--- src/rtl/pipe_ctrl_pkg.sv ---
// Shared opcode encodings, select codes and per-stage control bundles
// for the pipelined control unit.
package pipe_ctrl_pkg;

   localparam logic [5:0] OP_RTYPE = 6'b000000;
   localparam logic [5:0] OP_LW    = 6'b100011;
   localparam logic [5:0] OP_SW    = 6'b101011;
   localparam logic [5:0] OP_BEQ   = 6'b000100;
   localparam logic [5:0] OP_BNE   = 6'b000101;
   localparam logic [5:0] OP_J     = 6'b000010;
   localparam logic [5:0] OP_ADDI  = 6'b000001;

   localparam logic [1:0] ALUOP_ADD   = 2'b00;
   localparam logic [1:0] ALUOP_SUB   = 2'b01;
   localparam logic [1:0] ALUOP_FUNCT = 2'b10;

   localparam logic [1:0] FWD_REG   = 2'b00;
   localparam logic [1:0] FWD_EXMEM = 2'b10;
   localparam logic [1:0] FWD_MEMWB = 2'b01;

   // Controls consumed in EX only
   typedef struct packed {
      logic [1:0] aluop;
      logic       alusrc;
      logic       branch;
      logic       bne;
   } ex_ctrl_t;

   // Controls consumed in MEM
   typedef struct packed {
      logic memread;
      logic memwrite;
   } mem_ctrl_t;

   // Controls consumed in WB
   typedef struct packed {
      logic regwrite;
      logic memtoreg;
   } wb_ctrl_t;

endpackage

--- src/rtl/pipe_ctrl_unit_fwd.sv ---
// EX-stage operand forwarding selects, computed from the downstream
// stage registers. Dest 0 never matches because its regwrite is
// already suppressed at decode.
module pipe_fwd_unit
   import pipe_ctrl_pkg::*;
#(
   parameter int REG_AW = 5,
   parameter int FWD_EN = 1
) (
   input  logic [REG_AW-1:0] i_ex_rs,
   input  logic [REG_AW-1:0] i_ex_rt,
   input  logic              i_exmem_regwrite,
   input  logic [REG_AW-1:0] i_exmem_dest,
   input  logic              i_memwb_regwrite,
   input  logic [REG_AW-1:0] i_memwb_dest,
   output logic [1:0]        o_fwd_a,
   output logic [1:0]        o_fwd_b
);

   // Pick the youngest producer per operand; EX/MEM beats MEM/WB.
   always_comb begin
      o_fwd_a = FWD_REG;
      o_fwd_b = FWD_REG;
      if (FWD_EN != 0) begin
         if (i_exmem_regwrite && (i_exmem_dest == i_ex_rs))      o_fwd_a = FWD_EXMEM;
         else if (i_memwb_regwrite && (i_memwb_dest == i_ex_rs)) o_fwd_a = FWD_MEMWB;
         if (i_exmem_regwrite && (i_exmem_dest == i_ex_rt))      o_fwd_b = FWD_EXMEM;
         else if (i_memwb_regwrite && (i_memwb_dest == i_ex_rt)) o_fwd_b = FWD_MEMWB;
      end
   end

endmodule

--- src/rtl/pipe_ctrl_unit.sv ---
// Pipelined control unit: decodes the ID opcode, carries the control
// bundle through ID/EX, EX/MEM and MEM/WB, and resolves load-use
// stalls, branch/jump flushes and EX forwarding selects.
module pipe_ctrl_unit
   import pipe_ctrl_pkg::*;
#(
   parameter int OPC_W  = 6,
   parameter int REG_AW = 5,
   parameter int FWD_EN = 1
) (
   input  logic              clk,
   input  logic              rst,
   input  logic              hold,
   input  logic              id_valid,
   input  logic [OPC_W-1:0]  id_opcode,
   input  logic [REG_AW-1:0] id_rs,
   input  logic [REG_AW-1:0] id_rt,
   input  logic [REG_AW-1:0] id_rd,
   input  logic              ex_branch_taken,
   output logic              stall_if,
   output logic              flush_if_id,
   output logic              id_illegal,
   output logic [1:0]        ex_aluop,
   output logic              ex_alusrc,
   output logic              ex_branch,
   output logic              ex_bne,
   output logic [REG_AW-1:0] ex_rs,
   output logic [REG_AW-1:0] ex_rt,
   output logic              mem_read,
   output logic              mem_write,
   output logic              wb_regwrite,
   output logic              wb_memtoreg,
   output logic [REG_AW-1:0] wb_dest,
   output logic [1:0]        fwd_a,
   output logic [1:0]        fwd_b
);

   // ID decode results
   ex_ctrl_t          w_ex;
   mem_ctrl_t         w_mem;
   wb_ctrl_t          w_wb;
   logic              w_regdst, w_jump, w_uses_rt, w_known;
   logic [REG_AW-1:0] w_dest;
   logic              w_hit_idex, w_hit_exmem, w_hazard, w_illegal, w_bubble;

   // Stage registers
   ex_ctrl_t          r_idex_ex;
   mem_ctrl_t         r_idex_mem;
   wb_ctrl_t          r_idex_wb;
   logic [REG_AW-1:0] r_idex_dest, r_ex_rs, r_ex_rt;
   mem_ctrl_t         r_exmem_mem;
   wb_ctrl_t          r_exmem_wb;
   logic [REG_AW-1:0] r_exmem_dest;
   wb_ctrl_t          r_memwb_wb;
   logic [REG_AW-1:0] r_memwb_dest;

   // Opcode decode; undefined opcodes leave every control at 0.
   always_comb begin
      w_ex      = '0;
      w_mem     = '0;
      w_wb      = '0;
      w_regdst  = 1'b0;
      w_jump    = 1'b0;
      w_uses_rt = 1'b0;
      w_known   = 1'b1;
      case (id_opcode)
         OPC_W'(OP_RTYPE): begin
            w_regdst = 1'b1; w_ex.aluop = ALUOP_FUNCT; w_wb.regwrite = 1'b1; w_uses_rt = 1'b1;
         end
         OPC_W'(OP_LW): begin
            w_ex.alusrc = 1'b1; w_mem.memread = 1'b1; w_wb.memtoreg = 1'b1; w_wb.regwrite = 1'b1;
         end
         OPC_W'(OP_SW): begin
            w_ex.alusrc = 1'b1; w_mem.memwrite = 1'b1; w_uses_rt = 1'b1;
         end
         OPC_W'(OP_BEQ): begin
            w_ex.branch = 1'b1; w_ex.aluop = ALUOP_SUB; w_uses_rt = 1'b1;
         end
         OPC_W'(OP_BNE): begin
            w_ex.branch = 1'b1; w_ex.bne = 1'b1; w_ex.aluop = ALUOP_SUB; w_uses_rt = 1'b1;
         end
         OPC_W'(OP_J):    w_jump = 1'b1;
         OPC_W'(OP_ADDI): begin
            w_ex.alusrc = 1'b1; w_wb.regwrite = 1'b1;
         end
         default: w_known = 1'b0;
      endcase
      w_dest = w_regdst ? id_rd : id_rt;
      if (w_dest == '0) w_wb.regwrite = 1'b0;
   end

   assign w_hit_idex  = (r_idex_dest == id_rs)  | (w_uses_rt & (r_idex_dest == id_rt));
   assign w_hit_exmem = (r_exmem_dest == id_rs) | (w_uses_rt & (r_exmem_dest == id_rt));

   // Without forwarding, any pending write in EX or MEM must drain first.
   assign w_hazard = (FWD_EN != 0)
      ? (id_valid & r_idex_mem.memread & (r_idex_dest != '0) & w_hit_idex)
      : (id_valid & ((r_idex_wb.regwrite & w_hit_idex) | (r_exmem_wb.regwrite & w_hit_exmem)));

   assign w_illegal   = id_valid & ~w_known;
   assign w_bubble    = ~id_valid | w_hazard | ex_branch_taken | w_illegal;

   assign id_illegal  = w_illegal & ~rst;
   assign stall_if    = ~rst & w_hazard & ~ex_branch_taken & ~hold;
   assign flush_if_id = ~rst & ~hold & (ex_branch_taken | (id_valid & w_jump & ~w_hazard));

   // ID/EX: load the decoded bundle or insert a bubble; freeze on hold.
   always_ff @(posedge clk) begin
      if (rst) begin
         r_idex_ex   <= '0;
         r_idex_mem  <= '0;
         r_idex_wb   <= '0;
         r_idex_dest <= '0;
         r_ex_rs     <= '0;
         r_ex_rt     <= '0;
      end else if (!hold) begin
         if (w_bubble) begin
            r_idex_ex   <= '0;
            r_idex_mem  <= '0;
            r_idex_wb   <= '0;
            r_idex_dest <= '0;
            r_ex_rs     <= '0;
            r_ex_rt     <= '0;
         end else begin
            r_idex_ex   <= w_ex;
            r_idex_mem  <= w_mem;
            r_idex_wb   <= w_wb;
            r_idex_dest <= w_dest;
            r_ex_rs     <= id_rs;
            r_ex_rt     <= id_rt;
         end
      end
   end

   // EX/MEM and MEM/WB shift on every non-hold edge.
   always_ff @(posedge clk) begin
      if (rst) begin
         r_exmem_mem  <= '0;
         r_exmem_wb   <= '0;
         r_exmem_dest <= '0;
         r_memwb_wb   <= '0;
         r_memwb_dest <= '0;
      end else if (!hold) begin
         r_exmem_mem  <= r_idex_mem;
         r_exmem_wb   <= r_idex_wb;
         r_exmem_dest <= r_idex_dest;
         r_memwb_wb   <= r_exmem_wb;
         r_memwb_dest <= r_exmem_dest;
      end
   end

   pipe_fwd_unit #(.REG_AW(REG_AW), .FWD_EN(FWD_EN)) u_fwd (
      .i_ex_rs          (r_ex_rs),
      .i_ex_rt          (r_ex_rt),
      .i_exmem_regwrite (r_exmem_wb.regwrite),
      .i_exmem_dest     (r_exmem_dest),
      .i_memwb_regwrite (r_memwb_wb.regwrite),
      .i_memwb_dest     (r_memwb_dest),
      .o_fwd_a          (fwd_a),
      .o_fwd_b          (fwd_b)
   );

   assign ex_aluop    = r_idex_ex.aluop;
   assign ex_alusrc   = r_idex_ex.alusrc;
   assign ex_branch   = r_idex_ex.branch;
   assign ex_bne      = r_idex_ex.bne;
   assign ex_rs       = r_ex_rs;
   assign ex_rt       = r_ex_rt;
   assign mem_read    = r_exmem_mem.memread;
   assign mem_write   = r_exmem_mem.memwrite;
   assign wb_regwrite = r_memwb_wb.regwrite;
   assign wb_memtoreg = r_memwb_wb.memtoreg;
   assign wb_dest     = r_memwb_dest;

endmodule

--- config.mk ---
export PLATFORM = sky130hd
export DESIGN_NAME = pipe_ctrl_unit
export DESIGN_NICKNAME = d
export VERILOG_FILES = /design/src/rtl/pipe_ctrl_pkg.sv /design/src/rtl/pipe_ctrl_unit_fwd.sv /design/src/rtl/pipe_ctrl_unit.sv
export SDC_FILE = /design/constraint.sdc
export NUM_CORES = 1
export LEC_CHECK = 0
export CORE_MARGIN = 1
export CORE_UTILIZATION = 47
export CTS_BUF_LIST = sky130_fd_sc_hd__clkbuf_8 sky130_fd_sc_hd__clkbuf_16
export CTS_CLUSTER_DIAMETER = 120
export DETAILED_ROUTE_END_ITERATION = 6
export PLACE_DENSITY = 0.85
export SYNTH_ARGS = -nofsm -noshare
export SYNTH_HDL_FRONTEND = slang
export SYNTH_SLANG_ARGS = --single-unit
--- constraint.sdc ---
create_clock -name clk -period 3.05 [get_ports clk]
set_input_delay 0.7625 -clock clk [delete_from_list [all_inputs] [get_ports clk]]
set_output_delay 0.7625 -clock clk [all_outputs]
set_load 0.02 [all_outputs]
# After elaboration in Yosys (flattened, before gate mapping)
# Cells that the tools add are included.
[word_totals] regBits=40 inputBits=26 out_inout_bits=31 wordCells=90
[classes] n_eq_ne=12 muxes=23 n_bitwise=24 n_reduce_logical=12
[op_table] op="equality test 5 bit" n=6
[op_table] op="2-to-1 mux 5 bit" n=5
[op_table] op="AND 1 bit" n=13
[op_table] op="2-to-1 mux 1 bit" n=13
[op_table] op="equality test 6 x 3 -> 1 bit, second input constant" n=2
[op_table] op="equality test 6 bit, second input constant" n=2
[op_table] op="2-to-1 mux 2 bit" n=4
[op_table] op="OR reduction 7 bit" n=1
[op_table] op="equality test 6 x 1 -> 1 bit, second input constant" n=1
[op_table] op="equality test 6 x 2 -> 1 bit, second input constant" n=1
[op_table] op="logical NOT 6 bit" n=1
[op_table] op="NOT 1 bit" n=6
[op_table] op="OR reduction 3 bit" n=2
[op_table] op="logical NOT 5 bit" n=1
[op_table] op="bitwise OR 1 bit" n=5
[op_table] op="nonzero test 5 bit" n=1
[op_table] op="logical AND 1 bit" n=4
[op_table] op="case mux 2 bit (2 select lines)" n=1
[op_table] op="OR reduction 4 bit" n=1
[op_table] op="OR reduction 2 bit" n=1

# Logic depth before layout (Yosys ltp)
[depth] depth_word=10 ltp_mapped=8 ltp_nobuf=5

# Cells and area by module
# From an unflattened synthesis, not the netlist that was laid out.
[hier_totals] hier_cells=188 area_unflattened_um2=1890.6
[by_module_without_submodules] module="pipe_ctrl_unit" instances=1 cells_each=158 area_per_inst_um2=1640.3 seq_area_each_um2=760.7
[by_module_without_submodules] module="pipe_fwd_unit" instances=1 cells_each=30 area_per_inst_um2=250.2 seq_area_each_um2=0.0

# Least setup slack after synthesis
# OpenSTA, ideal clock, no wires.
[synth_timing] path_type="input to output" from="input port id_opcode[1]" to="output port flush_if_id" arrival_time_ns=2.191 required_time_ns=2.288 setup_slack_ns=0.096 path_stages=5 n_path_buf=0 path_cell_list="nor3_4 nand2_1 a2111oi_2 nor2_1 a32o_1"
[synth_between] elab_chain_len=10
[synth_rtl] item="from (decl)" line_no="pipe_ctrl_unit.sv:15" source="input logic [OPC_W-1:0] id_opcode,"
[synth_rtl] item="equality test 6 x 3 -> 1 bit, or another cell as far along" line_no="pipe_ctrl_unit.sv:66" source="case (id_opcode)"
[synth_rtl] item="OR reduction 4 bit (no line)"
[synth_rtl] item="2-to-1 mux 1 bit" line_no="pipe_ctrl_unit.sv:66"
[synth_rtl] item="AND 1 bit" line_no="pipe_ctrl_unit.sv:92" source="assign w_hit_idex = (r_idex_dest == id_rs) | (w_uses_rt & (r_idex_dest == id_rt));"
[synth_rtl] item="bitwise OR 1 bit" line_no="pipe_ctrl_unit.sv:92"
[synth_rtl] item="AND 1 bit" line_no="pipe_ctrl_unit.sv:97" source="? (id_valid & r_idex_mem.memread & (r_idex_dest != '0) & w_hit_idex)"
[synth_rtl] item="NOT 1 bit" line_no="pipe_ctrl_unit.sv:105" source="assign flush_if_id = ~rst & ~hold & (ex_branch_taken | (id_valid & w_jump & ~w_hazard));"
[synth_rtl] item="AND 1 bit (*)" line_no="pipe_ctrl_unit.sv:105"
[synth_rtl] item="bitwise OR 1 bit (*)" line_no="pipe_ctrl_unit.sv:105"
[synth_rtl] item="AND 1 bit (*)" line_no="pipe_ctrl_unit.sv:105"
[synth_rtl] item="to (decl)" line_no="pipe_ctrl_unit.sv:21" source="output logic flush_if_id,"
# Mark *: on every way between the ends. The rest lies on a longest branch, timed or not.

# Worst setup path after layout
[layout_timing] from="input port id_rs[4]" to="output port flush_if_id"
[layout_between] elab_chain_len=7
[layout_rtl] item="from (decl)" line_no="pipe_ctrl_unit.sv:16" source="input logic [REG_AW-1:0] id_rs,"
[layout_rtl] item="equality test 5 bit" line_no="pipe_ctrl_unit.sv:92"
[layout_rtl] item="bitwise OR 1 bit" line_no="pipe_ctrl_unit.sv:92"
[layout_rtl] item="AND 1 bit" line_no="pipe_ctrl_unit.sv:97"
[layout_rtl] item="NOT 1 bit" line_no="pipe_ctrl_unit.sv:105"
[layout_rtl] item="AND 1 bit" line_no="pipe_ctrl_unit.sv:105"
[layout_rtl] item="bitwise OR 1 bit" line_no="pipe_ctrl_unit.sv:105"
[layout_rtl] item="AND 1 bit" line_no="pipe_ctrl_unit.sv:105"
# Every way passes these cells.

==> impl_metrics.csv <==
group,metric,value,unit
critical_path,cp_common_cell,"buf_4",
synth,syn_inst,190,
critical_path,crit_required,2.29,ns
global_routing,antenna_found_initial,0,
power,clockPowerShare,0.333,
synth,synth-seq-cells,38,
critical_path,slowest_delay,0.30,ns
power,p_comb_frac,0.143,
sta,worst_pin_slew,0.824,ns
sta,period_needed,3.01,ns
clock_tree,clock-sinks,38,
clock_tree,cts-root-buf,"clkbuf_8",
sta,rsz0062_at_grt,"yes",
critical_path,timing.rr.end,"ex_rt[4]$_SDFFE_PP0N_",
synth,synth-main-ff-cell,"dfxtp_1",
synth,synth.yosys.seq_area_share,0.399,
hold_path,hold_path_class,"reg2reg",
die,die_h,65.7,um
sta,fin_skew,0.00704,ns
power,p_int,0.728,mW
finish,n_antenna_cell,0,
global_routing,grt_first_pass_wirelength,8170,um
global_routing,grt.total_usage,0.250,
die,fp.dieW,65.7,um
power,swShare,0.247,
power,power,0.967,mW
status,outcome,"completed",
clock_tree,cts_tree,"built",
clock_tree,clkLatencyLatePin,0.29,ns
die,start_util,0.506,
power,seqPwrFrac,0.524,
die,fp-row-count,22,
critical_path,reg2reg_from,"r_idex_dest[0]$_SDFFE_PP0N_",
job,drv_cap,0,
global_routing,grt_overflow,0,
finish,finalCoreUtilization,0.740,
power,p_leak,1.22,nW
critical_path,crit_type,"in2out",
drt,wl_per_cell,15.3,um
critical_path,ff2ff_setup_slack,0.59,ns
synth,synth_nets,216,
finish,area_delta_synth_final,46.3,%
drt,viasPerCell,5.43,
drt,vias,1753,
die,io_pins,57,
drt,drt-initial-drc-count,116,
sta,max_freq,0.332,GHz
place,postPlaceCellArea,2710,um2
synth,synth_area,1910,um2
critical_path,worstPathArrival,2.25,ns
finish,drive_gt1_frac,0.244,
global_routing,grt_max_degree,24,
critical_path,rr_worst_depth,7,
sta,setup_tns,0,ns
place,portBuffers,56,
power,ir_drop,0.241,mV
clock_tree,cts_buffers,5,
drt,firstDrtPassIters,4,
clock_tree,ctsHoldBuffers,0,
die,coreArea,3770,um2
sta,final-max-slew-violation-count,0,
synth,postSynth.asyncResetShare,0,
finish,nets,301,
synth,syn_area_per_cell,10.0,um2
hold_path,hold_start,"r_idex_mem[0]$_SDFFE_PP0N_",
synth,ys_types,34,
critical_path,critical_path.top_delay_family,"buffers and inverters",
drt,drc,0,
power,p_sw,0.239,mW
sta,fin_crit_sh,0.987,
sta,finalSetupViolCount,0,
clock_tree,cts.clk_slew.worst_paths,0.07,ns
die,die_area,4320,um2
clock_tree,cts_buffer_depth,2,
global_routing,grt_pass1_vias,1778,
clock_tree,htree_num_levels,2,
drt,ant_nets,0,
power,p_per_area,346,nW/um2
hold_path,min_path_cells,1,
critical_path,worstPathCellList,"dlygate4sd2_1 -> xnor2_1 -> nand3_1 -> nor4_2 -> buf_4 -> nor2_2 -> a32o_1 -> buf_4",
critical_path,cp_slowest_cell,"nor4_2",
place,gp_congestion,0.836,
critical_path,startpoint_type,"primary input",
critical_path,end_kind,"output pin",
sta,relSlewSlack,0.448,
sta,timing.final.ws_setup,0.0399,ns
critical_path,critPathBufInv,3,
place,hpwlAfterDp,3790,um
critical_path,critPathMaxFanout,3,
finish,finalInstanceArea,2790,um2
synth,synth-edff-count,0,
clock_tree,post_cts_buffers,0,
hold_path,whs_endpoint,"r_idex_mem[0]$_SDFFE_PP0N_",
sta,hold_violations,0,
drt,wl,4950,um
synth,yosysWarnings,0,
place,post-place-ws,-0.652,ns
kinds of logic (layout without fill, tap and decap cells):
group / Yosys count / in the layout / share of synthesized area
AND/OR/NAND/NOR: 61 / 61 / 0.174
flip-flops: 38 / 38 / 0.399
buffers and inverters: 8 / 93 / 0.0243
multiplexers: 20 / 20 / 0.108
XOR/XNOR: 30 / 30 / 0.138
AO/OA/AOI/OAI: 33 / 33 / 0.157
registers in the layout (all words and copies together), names as in the netlist, 2 cells and up:
name          cells
ex_aluop          2
ex_rs             5
ex_rt             5
r_exmem_dest      5
r_idex_dest       5
r_idex_mem        2
wb_dest           5
worst max-delay path by stage:
stage | start | to | slack, ns | cells after the start
4_1_cts | id_rs[3] | flush_if_id | 0.01 | 7
3_3_place_gp | id_opcode[3] | flush_if_id | -0.58 | 7
5_1_grt | id_rs[4] | flush_if_id | -0.01 | 8
6_report | id_rs[4] | flush_if_id | 0.04 | 8
3_5_place_dp | id_opcode[3] | flush_if_id | -0.65 | 7
2_1_floorplan | id_opcode[1] | flush_if_id | 0.1 | 5
cell usage after synthesis, types with 2 or more instances:
library cell  number  area (um2)
nor2_1            25        93.8
a22o_2            11         110
mux2_2             5        56.3
nor2b_1            2        12.5
o21ai_0            2        10.0
or4_1              3        22.5
a21oi_1            2        10.0
nand2b_1           2        12.5
xnor2_1           12         105
dfxtp_1           38         761
xor2_1            18         158
nor4_1             5        31.3
buf_6              2        22.5
nor3_1             5        25.0
a32o_1             5        50.1
clkbuf_1           5        18.8
a22o_1             8        70.1
mux2i_1           15         150
nand3_1            3        15.0
nor4b_1            2        17.5
and3_1             2        12.5
nand2_1            6        22.5
layer usage:
metal / wire, um / track usage
met4: 66 / 0.0978
met3: 216 / 0.0399
met1: 2260 / 0.315
met5: 0 / 0
met2: 2400 / 0.421
stage by stage:
| step | std cells | hold WS, ns |
|---|---|---|
| floorplan | 190 | 0.441 |
| global placement | 316 | 0.454 |
| detailed placement | 316 | 0.460 |
| CTS | 323 | 0.476 |
| global route | 323 | 0.493 |
| finish | 323 | 0.474 |
layout by cell type (no fill, tap or decap), drive strengths merged, types with 3 or more instances in the layout:
cell,synthesis,routed
mux2,5,5
nor2,25,25
nor4b,3,3
mux2i,15,15
a22o,19,19
nand2,6,6
clkbuf,5,7
a32o,5,5
xnor2,12,12
nor4,5,5
or4,3,3
clkdlybuf4s50,0,39
buf,3,32
dlygate4sd2,0,11
dfxtp,38,38
o21ai,3,3
and3,3,3
nor3,6,6
xor2,18,18
nand3,3,3
power by group through the flow:
stage	Clock (mW)	Combinational (mW)	Sequential, mW
CTS	0.327	0.138	0.507
finish	0.322	0.138	0.507
detailed placement	0	0.142	0.518
floorplan	0	0.0571	0.520
global route	0.347	0.147	0.507
global placement	0	0.139	0.518
area by class of cell:
cell class | instances | area, um2
multi-input cells | 144 | 1130
fillers | 288 | 980
flip-flops and latches | 38 | 761
repair buffers | 86 | 757
clock buffers | 5 | 68.8
well taps | 48 | 60.1
clock inverters | 2 | 10.0
what timing repair did:
action / in CTS / in global routing
pin swaps: 7 / 2
gates resized for setup: 29 / 6
endpoints found under the setup margin: 3 / 2
Power figures use the tool's default switching activity.
==> patch, RTL diff (same flow settings) <==
Reset style: asynchronous (`rst`), changed in 2 clocked blocks.
--- a/src/rtl/pipe_ctrl_unit.sv
+++ b/src/rtl/pipe_ctrl_unit.sv
@@ -105,7 +105,7 @@
    assign flush_if_id = ~rst & ~hold & (ex_branch_taken | (id_valid & w_jump & ~w_hazard));
 
    // ID/EX: load the decoded bundle or insert a bubble; freeze on hold.
-   always_ff @(posedge clk) begin
+   always_ff @(posedge clk or posedge rst) begin
       if (rst) begin
          r_idex_ex   <= '0;
          r_idex_mem  <= '0;
@@ -133,7 +133,7 @@
    end
 
    // EX/MEM and MEM/WB shift on every non-hold edge.
-   always_ff @(posedge clk) begin
+   always_ff @(posedge clk or posedge rst) begin
       if (rst) begin
          r_exmem_mem  <= '0;
          r_exmem_wb   <= '0;
Check against the original RTL: differs if rst is asserted again (counterexample within 4 cycles, from zero or initial values and one cycle with rst high); with rst held inactive, the same outputs for 10 cycles.
==> patch against the original RTL <==
Sequential cell count is the same; highest routed layer unchanged; core utilization shrank 1.8 points; final area grew 14%; routed wire length grew 15%; worst setup slack lost 0.017 ns; critical path type unchanged; fmax shrank 0.57%; cell count grew 5.3%; synthesized area grew 15%; power grew 26%.
==> patch: results (changes against the original RTL) <==
================================================================================
Combinational share of power                                               20.6%   +6.3 points
Detailed Route Iter0 Violations                                               99   -15%
Met2 layer wire length in the routed design                              2.85 mm   +19%
Slew at the pin with the worst max-slew slack                           0.659 ns   -0.165 ns
Static leakage                                                        0.00156 uW   +28%
GRT met2 Usage                                                             41.2%   -0.93 points
Sequential Area                                                         951 um^2   +25%
Detailed-routing wirelength on met1                                      2.58 mm   +14%
Final nets                                                                   313   +4.0%
Delay of the slowest cell on the worst path                              0.43 ns   +0.13 ns
Fraction of met1 tracks used by global routing                             31.8%   +0.35 points
Logic power comb                                                          251 uW   +82%
HPWL Detailed                                                            3.99 mm   +5.2%
Worst reg2reg startpoint                                            r_idex_dest[0]
Proportion of synthesized chip area in sequential cells                    43.3%   +3.4 points
Overall fraction of global-route tracks in use                             24.5%   -0.53 points
Status                                                              finished clean
Highest net fanout along the worst path                                        2   -1
Global-route wire length before repair                                   9.34 mm   +14%
Xor and xnor area share after synthesis                                    12.4%   -1.4 points
Proportion of cell area occupied by multi-input gates                      38.9%   -1.8 points
Fill cells                                                                   311   +8.0%
Count of vias placed by the detailed router                                 1897   +8.2%
Worst r2r dst                                                       r_idex_dest[4]
Cells on Worst Hold Path                                                       2   +1
Launch point of the worst hold path                                  ex_aluop[0]
Largest net degree at the start of global routing                             59   +150%
Relative area of clock buffers and inverters in the final design           3.42%   +0.59 points
R2r setup slk                                                            0.47 ns   -0.12 ns
Number of buffers inserted to repair setup after CTS                           1   +1
Total number of sequential cells                                              38   unchanged
Grt met3 use                                                               4.18%   +0.19 points
Most numerous cell types in the synthesized netlist                 38 x sky130_fd_sc_hd__dfrtp_1, 26 x sky130_fd_sc_hd__nand2_1, 17 x sky130_fd_sc_hd__xor2_1
Final standard cell area without fillers                            0.00319 mm^2   +14%
Die width                                                                70.4 um   +7.1%
Start point of the critical path                                    id_opcode[2]
Placed instance area                                                0.00301 mm^2   +11%
Family with the most delay on the worst path                        simple AND/OR/NAND/NOR gates
Fraction of final layout cells with drive strength greater than 1          30.9%   +6.5 points
Area fraction in compound gates after synthesis                            15.9%   +0.15 points
Gp weighted congestion                                                     0.919   +9.9%
Switching part of the total power                                          27.5%   +2.8 points
Max rail drop VDD                                                       0.244 mV   +0.93%
Non-clock buffer area fraction after layout                                24.3%   -2.8 points
Post-synthesis cell count                                                    205   +7.9%
Clock power share                                                          34.8%   +1.5 points
Total number of multi-input combinational cells                              142   -1.4%
Cells taking the most area after synthesis                          sky130_fd_sc_hd__dfrtp_1 43%, sky130_fd_sc_hd__o41ai_2 10%, sky130_fd_sc_hd__mux2_2 7.7%
DR WL met3                                                                170 um   -21%
Setup WS pre-CTS                                                       -0.991 ns   -0.339 ns
Hold Worst Slack                                                        0.492 ns   +0.0183 ns
Post-cts gate resize count                                                    53   +83%
Synthesized netlist net count                                                231   +6.9%
Cell Count, Final, Fillers Out                                               340   +5.3%
Worst Skew                                                            0.00480 ns   -0.00223 ns
Placed insts                                                                 330   +4.4%
Fraction of registers with async set or reset after synthesis               100%   +100 points
Cell with the largest stage delay on the worst path                 sky130_fd_sc_hd__or3b_4
================================================================================
[patch: changes by cell type after synthesis, moves of 8 or more]
| cell | unedited run | this run |
|---|---|---|
| sky130_fd_sc_hd__o41ai_2 | 0 | 14 |
| sky130_fd_sc_hd__inv_1 | 0 | 13 |
| sky130_fd_sc_hd__nand2_1 | 6 | 26 |
| sky130_fd_sc_hd__nor2_1 | 25 | 5 |
| sky130_fd_sc_hd__dfrtp_1 | 0 | 38 |
| sky130_fd_sc_hd__mux2i_1 | 15 | 5 |
| sky130_fd_sc_hd__a22o_2 | 11 | 0 |
| sky130_fd_sc_hd__dfxtp_1 | 38 | 0 |
| sky130_fd_sc_hd__mux2_2 | 5 | 15 |
| sky130_fd_sc_hd__a22o_1 | 8 | 0 |
[patch: worst max path at each step]
stage / slack, ns / end
final: 0.02 / stall_if
after CTS: -0.0004 / stall_if
after global placement: -0.98 / stall_if
after detailed placement: -0.99 / stall_if
after global routing: -0.07 / stall_if
after floorplan: -0.003 / stall_if
